## config.mk

```make
export PLATFORM = sky130hd
export DESIGN_NAME = dpu_arbiter
export DESIGN_NICKNAME = d
export VERILOG_FILES = /design/src/rtl/dpu_pkg.sv /design/src/rtl/dpu_tag_fifo.sv /design/src/rtl/dpu_arbiter.sv
export SDC_FILE = /design/constraint.sdc
export NUM_CORES = 1
export LEC_CHECK = 0
export ABC_AREA = 1
export BUFFER_PORTS_ARGS = -buffer_cell sky130_fd_sc_hd__buf_2
export CAP_MARGIN = 20
export CORE_AREA = 8 8 114 116
export CTS_CLUSTER_DIAMETER = 200
export DETAILED_ROUTE_END_ITERATION = 8
export DIE_AREA = 0 0 122 124
export MAX_ROUTING_LAYER = met4
export SKIP_LAST_GASP = 1
export SLEW_MARGIN = 20
export SYNTH_ARGS = -nofsm -noshare
export SYNTH_HDL_FRONTEND = slang
export SYNTH_SLANG_ARGS = --single-unit
export TNS_END_PERCENT = 50
```

## constraint.sdc

```tcl
create_clock -name clk -period 4.4 [get_ports clk]
set_input_delay 0.22 -clock clk [delete_from_list [all_inputs] [get_ports clk]]
set_output_delay 0.22 -clock clk [all_outputs]
set_load 0.05 [all_outputs]
```

## src/rtl/dpu_pkg.sv

```systemverilog
// dpu_pkg: shared widths and types for the dpu arbiter slice.
// Lane layout is little-endian: lane i sits at the i-th slice of each bus.
package dpu_pkg;

  localparam int DPU_LANES = 4;
  localparam int FP16_W    = 16;
  localparam int INT4_W    = 4;

  localparam int DPU_FP16_BUS_W = DPU_LANES * FP16_W;
  localparam int DPU_INT4_BUS_W = DPU_LANES * INT4_W;

  typedef logic dpu_req_id_t;

endpackage

```

## src/rtl/dpu_tag_fifo.sv

```systemverilog
// dpu_tag_fifo: in-order requester-ID FIFO for beats inside the dpu.
// Caller guarantees no push when full and no pop when empty.
module dpu_tag_fifo
  import dpu_pkg::*;
#(
  parameter int DEPTH = 8
) (
  input  logic                   clk,
  input  logic                   rst,
  input  logic                   push,
  input  dpu_req_id_t            push_id,
  input  logic                   pop,
  output dpu_req_id_t            head,
  output logic                   empty,
  output logic                   full,
  output logic [$clog2(DEPTH):0] count
);

  localparam int AW = $clog2(DEPTH);
  localparam logic [AW:0] FULL_CNT = (AW + 1)'(DEPTH);

  dpu_req_id_t   mem [DEPTH];
  logic [AW-1:0] wr_ptr;
  logic [AW-1:0] rd_ptr;

  always_ff @(posedge clk) begin
    if (push) begin
      mem[wr_ptr] <= push_id;
    end
  end

  always_ff @(posedge clk) begin
    if (rst) begin
      wr_ptr <= '0;
      rd_ptr <= '0;
      count  <= '0;
    end else begin
      if (push) begin
        wr_ptr <= wr_ptr + 1'b1;
      end
      if (pop) begin
        rd_ptr <= rd_ptr + 1'b1;
      end
      if (push & ~pop) begin
        count <= count + 1'b1;
      end else if (pop & ~push) begin
        count <= count - 1'b1;
      end
    end
  end

  assign head  = mem[rd_ptr];
  assign empty = (count == '0);
  assign full  = (count == FULL_CNT);

endmodule

```

## src/rtl/dpu_arbiter.sv

```systemverilog
// dpu_arbiter: round-robin share of one dpu between two streamers.
// Requester IDs ride an in-order tag FIFO to route results back.
module dpu_arbiter
  import dpu_pkg::*;
#(
  parameter int TAG_DEPTH = 8
) (
  input  logic                        clk,
  input  logic                        rst,
  input  logic                        req0_valid,
  output logic                        req0_ready,
  input  logic [DPU_FP16_BUS_W-1:0]   req0_fp16,
  input  logic [DPU_INT4_BUS_W-1:0]   req0_int4,
  input  logic                        req1_valid,
  output logic                        req1_ready,
  input  logic [DPU_FP16_BUS_W-1:0]   req1_fp16,
  input  logic [DPU_INT4_BUS_W-1:0]   req1_int4,
  output logic                        rsp0_valid,
  input  logic                        rsp0_ready,
  output logic [FP16_W-1:0]           rsp0_fp16,
  output logic                        rsp1_valid,
  input  logic                        rsp1_ready,
  output logic [FP16_W-1:0]           rsp1_fp16,
  output logic                        dpu_in_valid,
  input  logic                        dpu_in_ready,
  output logic [DPU_FP16_BUS_W-1:0]   dpu_in_fp16,
  output logic [DPU_INT4_BUS_W-1:0]   dpu_in_int4,
  input  logic                        dpu_out_valid,
  output logic                        dpu_out_ready,
  input  logic [FP16_W-1:0]           dpu_out_fp16,
  output logic [$clog2(TAG_DEPTH):0]  outstanding,
  output logic                        err_orphan
);

  dpu_req_id_t prio;
  dpu_req_id_t g;
  dpu_req_id_t h;
  logic        both;
  logic        any;
  logic        tag_full;
  logic        tag_empty;
  logic        can_issue;
  logic        issue;
  logic        ret;
  logic        h_ready;
  logic        rsp_ok;

  assign both = req0_valid & req1_valid;
  assign any  = req0_valid | req1_valid;

  // Idle or in reset the mux parks on req0.
  assign g = ~rst & (both ? prio : req1_valid);

  assign can_issue    = ~tag_full & dpu_in_ready & ~rst;
  assign dpu_in_valid = any & ~tag_full & ~rst;
  assign req0_ready   = can_issue & ~g;
  assign req1_ready   = can_issue & g;
  assign dpu_in_fp16  = g ? req1_fp16 : req0_fp16;
  assign dpu_in_int4  = g ? req1_int4 : req0_int4;
  assign issue        = dpu_in_valid & dpu_in_ready;

  assign h_ready       = h ? rsp1_ready : rsp0_ready;
  assign rsp_ok        = dpu_out_valid & ~tag_empty & ~rst;
  assign rsp0_valid    = rsp_ok & ~h;
  assign rsp1_valid    = rsp_ok & h;
  assign dpu_out_ready = ~tag_empty & h_ready & ~rst;
  assign rsp0_fp16     = dpu_out_fp16;
  assign rsp1_fp16     = dpu_out_fp16;
  assign ret           = dpu_out_valid & dpu_out_ready;

  always_ff @(posedge clk) begin
    if (rst) begin
      prio <= 1'b0;
    end else if (issue) begin
      prio <= ~g;
    end
  end

  always_ff @(posedge clk) begin
    if (rst) begin
      err_orphan <= 1'b0;
    end else if (dpu_out_valid & tag_empty) begin
      err_orphan <= 1'b1;
    end
  end

  dpu_tag_fifo #(
    .DEPTH(TAG_DEPTH)
  ) u_tag_fifo (
    .clk    (clk),
    .rst    (rst),
    .push   (issue),
    .push_id(g),
    .pop    (ret),
    .head   (h),
    .empty  (tag_empty),
    .full   (tag_full),
    .count  (outstanding)
  );

endmodule

```

# --- Word-level counts from Yosys, hierarchy flattened ---
# Memory sizes are Yosys's and may differ from the RTL's. A register that Yosys moved wholly into a read port is not among the register bits.
# Cells that the tools add are included.
totals:
  latch_bits: 0
  out_inout_bits: 123
  mem_bits_ro: 0
  mem_bits_rw: 8
  inputBits: 184
  memories: 1
  ff_bits: 12
  elab_cells: 50
mem_list:
  columns: ["memory", "depth", "word_bits", "read_ports", "rd_clocked_by_memory_dff", "write_ports", "line", "text"]
  rows:
  - ["u_tag_fifo.mem", 8, 1, 1, 1, 1, "dpu_tag_fifo.sv:22", "dpu_req_id_t mem [DEPTH];"]
classes:
  shifts: 0
  n_mul: 0
  eq_ne: 1
  order_cmp: 0
  reduce_logical: 2
  mux: 10
  div: 0
  bitwise_logic: 27
  add_sub_neg: 4
ops:
  columns: ["operator", "n"]
  rows:
  - ["64-bit 2-to-1 mux", 1]
  - ["1-bit bitwise AND", 19]
  - ["16-bit 2-to-1 mux", 1]
  - ["4-bit 2-to-1 mux", 2]
  - ["1-bit NOT", 7]
  - ["3-bit by 1-bit adder with 3-bit output, second input constant", 2]
  - ["3-bit 2-to-1 mux", 2]
  - ["4-bit by 1-bit adder with 4-bit output, second input constant", 1]
  - ["4-bit equality test, second input constant", 1]
  - ["4-bit zero test", 1]
  - ["1-bit 2-to-1 mux", 4]
  - ["4-bit by 1-bit subtractor with 4-bit output, second input constant", 1]
  - ["2-bit nonzero test", 1]
  - ["1-bit bitwise OR", 1]

# --- Longest topological paths before layout ---
depth:
  depth_word: 9
  depth_mapped: 18
  depth_no_buf: 18

# --- Hierarchy ---
# Synthesis repeated with hierarchy kept, for this count alone.
hier_totals:
  hier_cells: 437
  area_unflattened_um2: 2429.8
modules_own_cells:
  columns: ["mod", "cells_each", "area_each_um2", "seq_area_each_um2", "instances"]
  rows:
  - ["dpu_arbiter", 324, 1465.2, 40.0, 1]
  - ["dpu_tag_fifo", 113, 964.7, 500.5, 1]

# --- Worst setup path after synthesis ---
# No wires, ideal clock.
synth_timing:
  path_kind: "register -> register"
  from: "register u_tag_fifo.count[0]"
  to: "register u_tag_fifo.count[3]"
  path_slack_ns: 1.790
  arrival_time_ns: 2.491
  n_path_buf: 0
  path_stages_with_launch: 16
  period_less_slack_ns: 2.610
  t_required_ns: 4.281
  cell_sequence: "dfxtp_1 > or2_4 > nor3_2 > nor2_1 > nand4_2 > ha_1 > inv_1 > ha_1 > nand2_1 > nand2_1 > a21oi_1 > nor2_1 > nor2_1 > nand2_1 > o21ai_0 > a21oi_1"
synth_via:
  elab_chain_cells: 8
  elab_cells_between_ends: 19
  cone_classes: "add/sub (2); eq/ne (1); mux (2); bitwise (12); reduce/logical (2)"
synth_lines:
  columns: ["item", "line", "text"]
  rows:
  - ["start: declaration", "dpu_tag_fifo.sv:16", "output logic [$clog2(DEPTH):0] count"]
  - ["start signal: assignment", "dpu_tag_fifo.sv:45", "count <= count + 1'b1;"]
  - ["start signal: assignment", "dpu_tag_fifo.sv:47", "count <= count - 1'b1;"]
  - ["4-bit equality test or 4-bit zero test (tied branches)", "dpu_tag_fifo.sv:54, dpu_tag_fifo.sv:53", null]
  - ["1-bit NOT, on equally long branches", "dpu_arbiter.sv:55, dpu_arbiter.sv:66", null]
  - ["1-bit bitwise AND, on equally long branches (2 in a row)", "dpu_arbiter.sv:55, dpu_arbiter.sv:66", null]
  - ["1-bit bitwise AND, on equally long branches", "dpu_arbiter.sv:60, dpu_arbiter.sv:69", null]
  - ["1-bit NOT, on equally long branches", "dpu_tag_fifo.sv:46, dpu_tag_fifo.sv:44", null]
  - ["1-bit bitwise AND, on equally long branches", "dpu_tag_fifo.sv:46, dpu_tag_fifo.sv:44", null]
  - ["2-bit nonzero test (no line) or 4-bit 2-to-1 mux (tied branches)", null, null]
# Parallel ways exist; a longest one is shown, timed or not. The select of a mux whose other input is x is not followed.
# A chain may end at the register's enable or synchronous reset.

# --- Worst setup path in the final report ---
layout_timing:
  from: "register prio"
  to: "output dpu_in_fp16[2]"
layout_via:
  elab_chain_cells: 3
layout_lines:
  columns: ["item", "line", "text"]
  rows:
  - ["start: declaration", "dpu_arbiter.sv:35", "dpu_req_id_t prio;"]
  - ["start signal: assignment", "dpu_arbiter.sv:75", "prio <= ~g;"]
  - ["1-bit 2-to-1 mux", "dpu_arbiter.sv:52", "assign g = ~rst & (both ? prio : req1_valid);"]
  - ["1-bit bitwise AND", "dpu_arbiter.sv:52", null]
  - ["64-bit 2-to-1 mux", "dpu_arbiter.sv:58", "assign dpu_in_fp16 = g ? req1_fp16 : req0_fp16;"]
  - ["end: declaration", "dpu_arbiter.sv:26", "output logic [DPU_FP16_BUS_W-1:0] dpu_in_fp16,"]
# Every way passes these cells.

==> results.sh <==
export IMPL_clockBufferDepth=2
export IMPL_cp_max_fo=62
export IMPL_post_dp_hpwl_um=9960
export IMPL_start_kind="register"
export IMPL_cp_common_cell="nand2_1"
export IMPL_r2r_cells=15
export IMPL_drive_gt1_share_pct=43.3
export IMPL_first_iter_violations=153
export IMPL_synth_common_cells="nand2_1, buf_4, nor2_1"
export IMPL_regToRegSetupSlack_ps=1970
export IMPL_fin_crit_sh_pct=58.1
export IMPL_cts_max_level=1
export IMPL_holdWs_ps=206
export IMPL_critPathCaptureType="primary output"
export IMPL_multi_input_area_um2=1480
export IMPL_die_x_um=122
export IMPL_clock_fmax_mhz=391
export IMPL_final_max_slew_violation_count=0
export IMPL_die_y_um=124
export IMPL_num_vias=3189
export IMPL_finalSetupViolCount=0
export IMPL_synth_mux_area_share_pct=0
export IMPL_synthCells=446
export IMPL_initial_core_util_pct=21.9
export IMPL_rows=39
export IMPL_drc=0
export IMPL_synth_top_area_cell="nand2_1"
export IMPL_syn_num_nets=636
export IMPL_io_pin_count=307
export IMPL_critPathTopFamily="buffers and inverters"
export IMPL_gp_congestion=0.794
export IMPL_track_usage_pct=14.4
export IMPL_cts_num_sinks=23
export IMPL_r2r_end="u_tag_fifo.count[3]"
export IMPL_synth_top_family_by_area="simple AND/OR/NAND/NOR gates"
export IMPL_synth_xor_area_share_pct=0.359
export IMPL_required_ps=4180
export IMPL_ctsResizeCount=0
export IMPL_cts_buffers=3
export IMPL_n_fill_cell=1261
export IMPL_area_growth_pct=51.3
export IMPL_cts_tree="yes"
export IMPL_ant_nets=0
export IMPL_clock_latency_ps=250
export IMPL_cap_violations=0
export IMPL_synth_simple_area_share_pct=53.1
export IMPL_nets=852
export IMPL_max_slew_margin_pct=32.5
export IMPL_hold_violations=0
export IMPL_grt_overflow_total=0
export IMPL_vias_per_cell=3.96
export IMPL_cpMaxStageDelayCell="inv_2"
export IMPL_yosysWarnings=0
export IMPL_tightest_slew_ps=1010
export IMPL_synth_top_area_share_pct=42.0
export IMPL_postCtsSetupBuffers=0
export IMPL_hp_class="input port to register"
export IMPL_drt_pass1_iter_count=4
export IMPL_reg2reg_from="u_tag_fifo.count[0]"
export IMPL_grt_max_degree=82
export IMPL_crit_type="register to primary output"
export IMPL_power_leakage_nw=2.35
export IMPL_powerDensity_nw_per_um2=283
export IMPL_cp_startpoint="prio"
export IMPL_fin_tns_setup_ps=0
export IMPL_max_stage_delay_ps=740
export IMPL_synthTopCellsByArea="nand2_1, dfxtp_1, buf_4, edfxtp_1, nor2_1"
export IMPL_synthAdderAreaFrac_pct=3.38
export IMPL_clock_root_buffer="clkbuf_16"
export IMPL_mappedNetlistArea_um2=2440
export IMPL_synth_main_ff_cell="dfxtp_1"
export IMPL_layout_min_cycle_time_ps=2560
export IMPL_clock_skew_final_ps=1.20
export IMPL_grt_pass1_vias=3159
export IMPL_grt_pass1_wl_um=16700
export IMPL_synth_cell_types=25
export IMPL_worst_ep_arrival_time_ps=2340
export IMPL_crit_buf_inv=4
export IMPL_cp_endpoint="dpu_in_fp16[2]"
export IMPL_status="complete, no violations"
export IMPL_fp_coreArea_um2=11200
export IMPL_vdd_drop_max_mv=0.143
export IMPL_synth_most_common_cell="nand2_1"
export IMPL_postSynthAreaPerCell_um2=5.48
export IMPL_ys_seq_area_share_pct=22.1
export IMPL_post_drt_wl_per_cell_um=14.4
export IMPL_portBuffers=258
export IMPL_seq_area_um2=541
export IMPL_antenna_found_initial=2
export IMPL_async_reset_ff_share_pct=0
export IMPL_clk_pin_slew_ps=60
export IMPL_synth_edf_count=8
export IMPL_synth_compound_area_share_pct=3.53
export IMPL_rsz0062_at_grt="false"
export IMPL_die_area_um2=15100
export IMPL_cp_depth=8
export IMPL_postCtsHoldBufs=0
export IMPL_ys_ff_latch=23
export IMPL_drt_total_wl_um=11600
export IMPL_path_cells="inv_1, nand2_1, nand3_2, inv_2, buf_4, nand2_1, nand2_1, buf_2"
-- cells by family (layout without fill, tap and decap cells) --
group,after synthesis,count (layout)
AOI/OAI and AO/OA,16,16
xor gates and xnor gates,1,1
adders and majority gates,6,6
buffers and inverters,78,293
DFF,23,23
other,0,2
and+or+nand+nor,322,322
-- through the flow --
stage                     instance area (um2)  cells  power [mW]  setup slack, ps  util [%]
after global routing                     3690    806        1.11             1540      33.1
after CTS                                3690    804        1.06             1760      33.0
after floorplan                          2440    446       0.757             1790         -
final                                    3690    806        1.05             1840      33.1
after global placement                   3610    800       0.863             1940      32.3
after detailed placement                 3610    800       0.863             1880      32.3
-- worst min-delay path by stage --
stage	from	end	slack [ps]	depth (start not counted)
final	rst	err_orphan	210	2
after global routing	rst	err_orphan	220	2
after global placement	dpu_out_fp16[15]	rsp1_fp16[15]	440	0
after detailed placement	err_orphan	err_orphan	440	2
after CTS	rst	err_orphan	210	2
after floorplan	rst	err_orphan	290	1
-- routing by layer --
metal / routed length [um] / GRT usage [%] / up-vias
met5: 0 / - / -
met4: 57 / 2.39 / 0
met3: 775 / 3.31 / 4
met2: 5830 / 24.0 / 128
met1: 4970 / 17.7 / 1317
li1: - / - / 1740
-- area by class of cell --
type / count / area share, %
repair buffers: 260 / 35.4
multi-input cells: 345 / 39.9
diodes: 2 / 0.135
clock buffers: 3 / 2.03
well taps: 143 / 4.84
inverters: 29 / 2.95
clock inverters: 1 / 0.135
flip-flops and latches: 23 / 14.6
-- power by group --
group          internal [mW]  leakage (nW)  switching, mW
clock network          0.122        0.0409         0.0710
registers              0.234         0.196         0.0150
logic                  0.168          2.11          0.436
total                  0.524          2.35          0.522
-- worst register-to-register path, delay by kind of cell, from the launching register on --
family / cells / cell delay, ps
compound gates: 3 / 360
flops: 1 / 430
buf+inv: 1 / 110
fa+ha+maj: 2 / 470
simple gates: 9 / 950
-- placed cells by master (no fill, tap or decap), types with 5 or more instances in the layout --
cell type and count:
nor2_1 27, nand3_2 5, ha_1 5, nand2_1 273, inv_1 24, a21oi_1 7
edfxtp_1 8, buf_2 258, inv_2 5, nand3_1 6, dfxtp_1 15, o21ai_0 6
No activity file was read; power rests on OpenSTA's default activity.
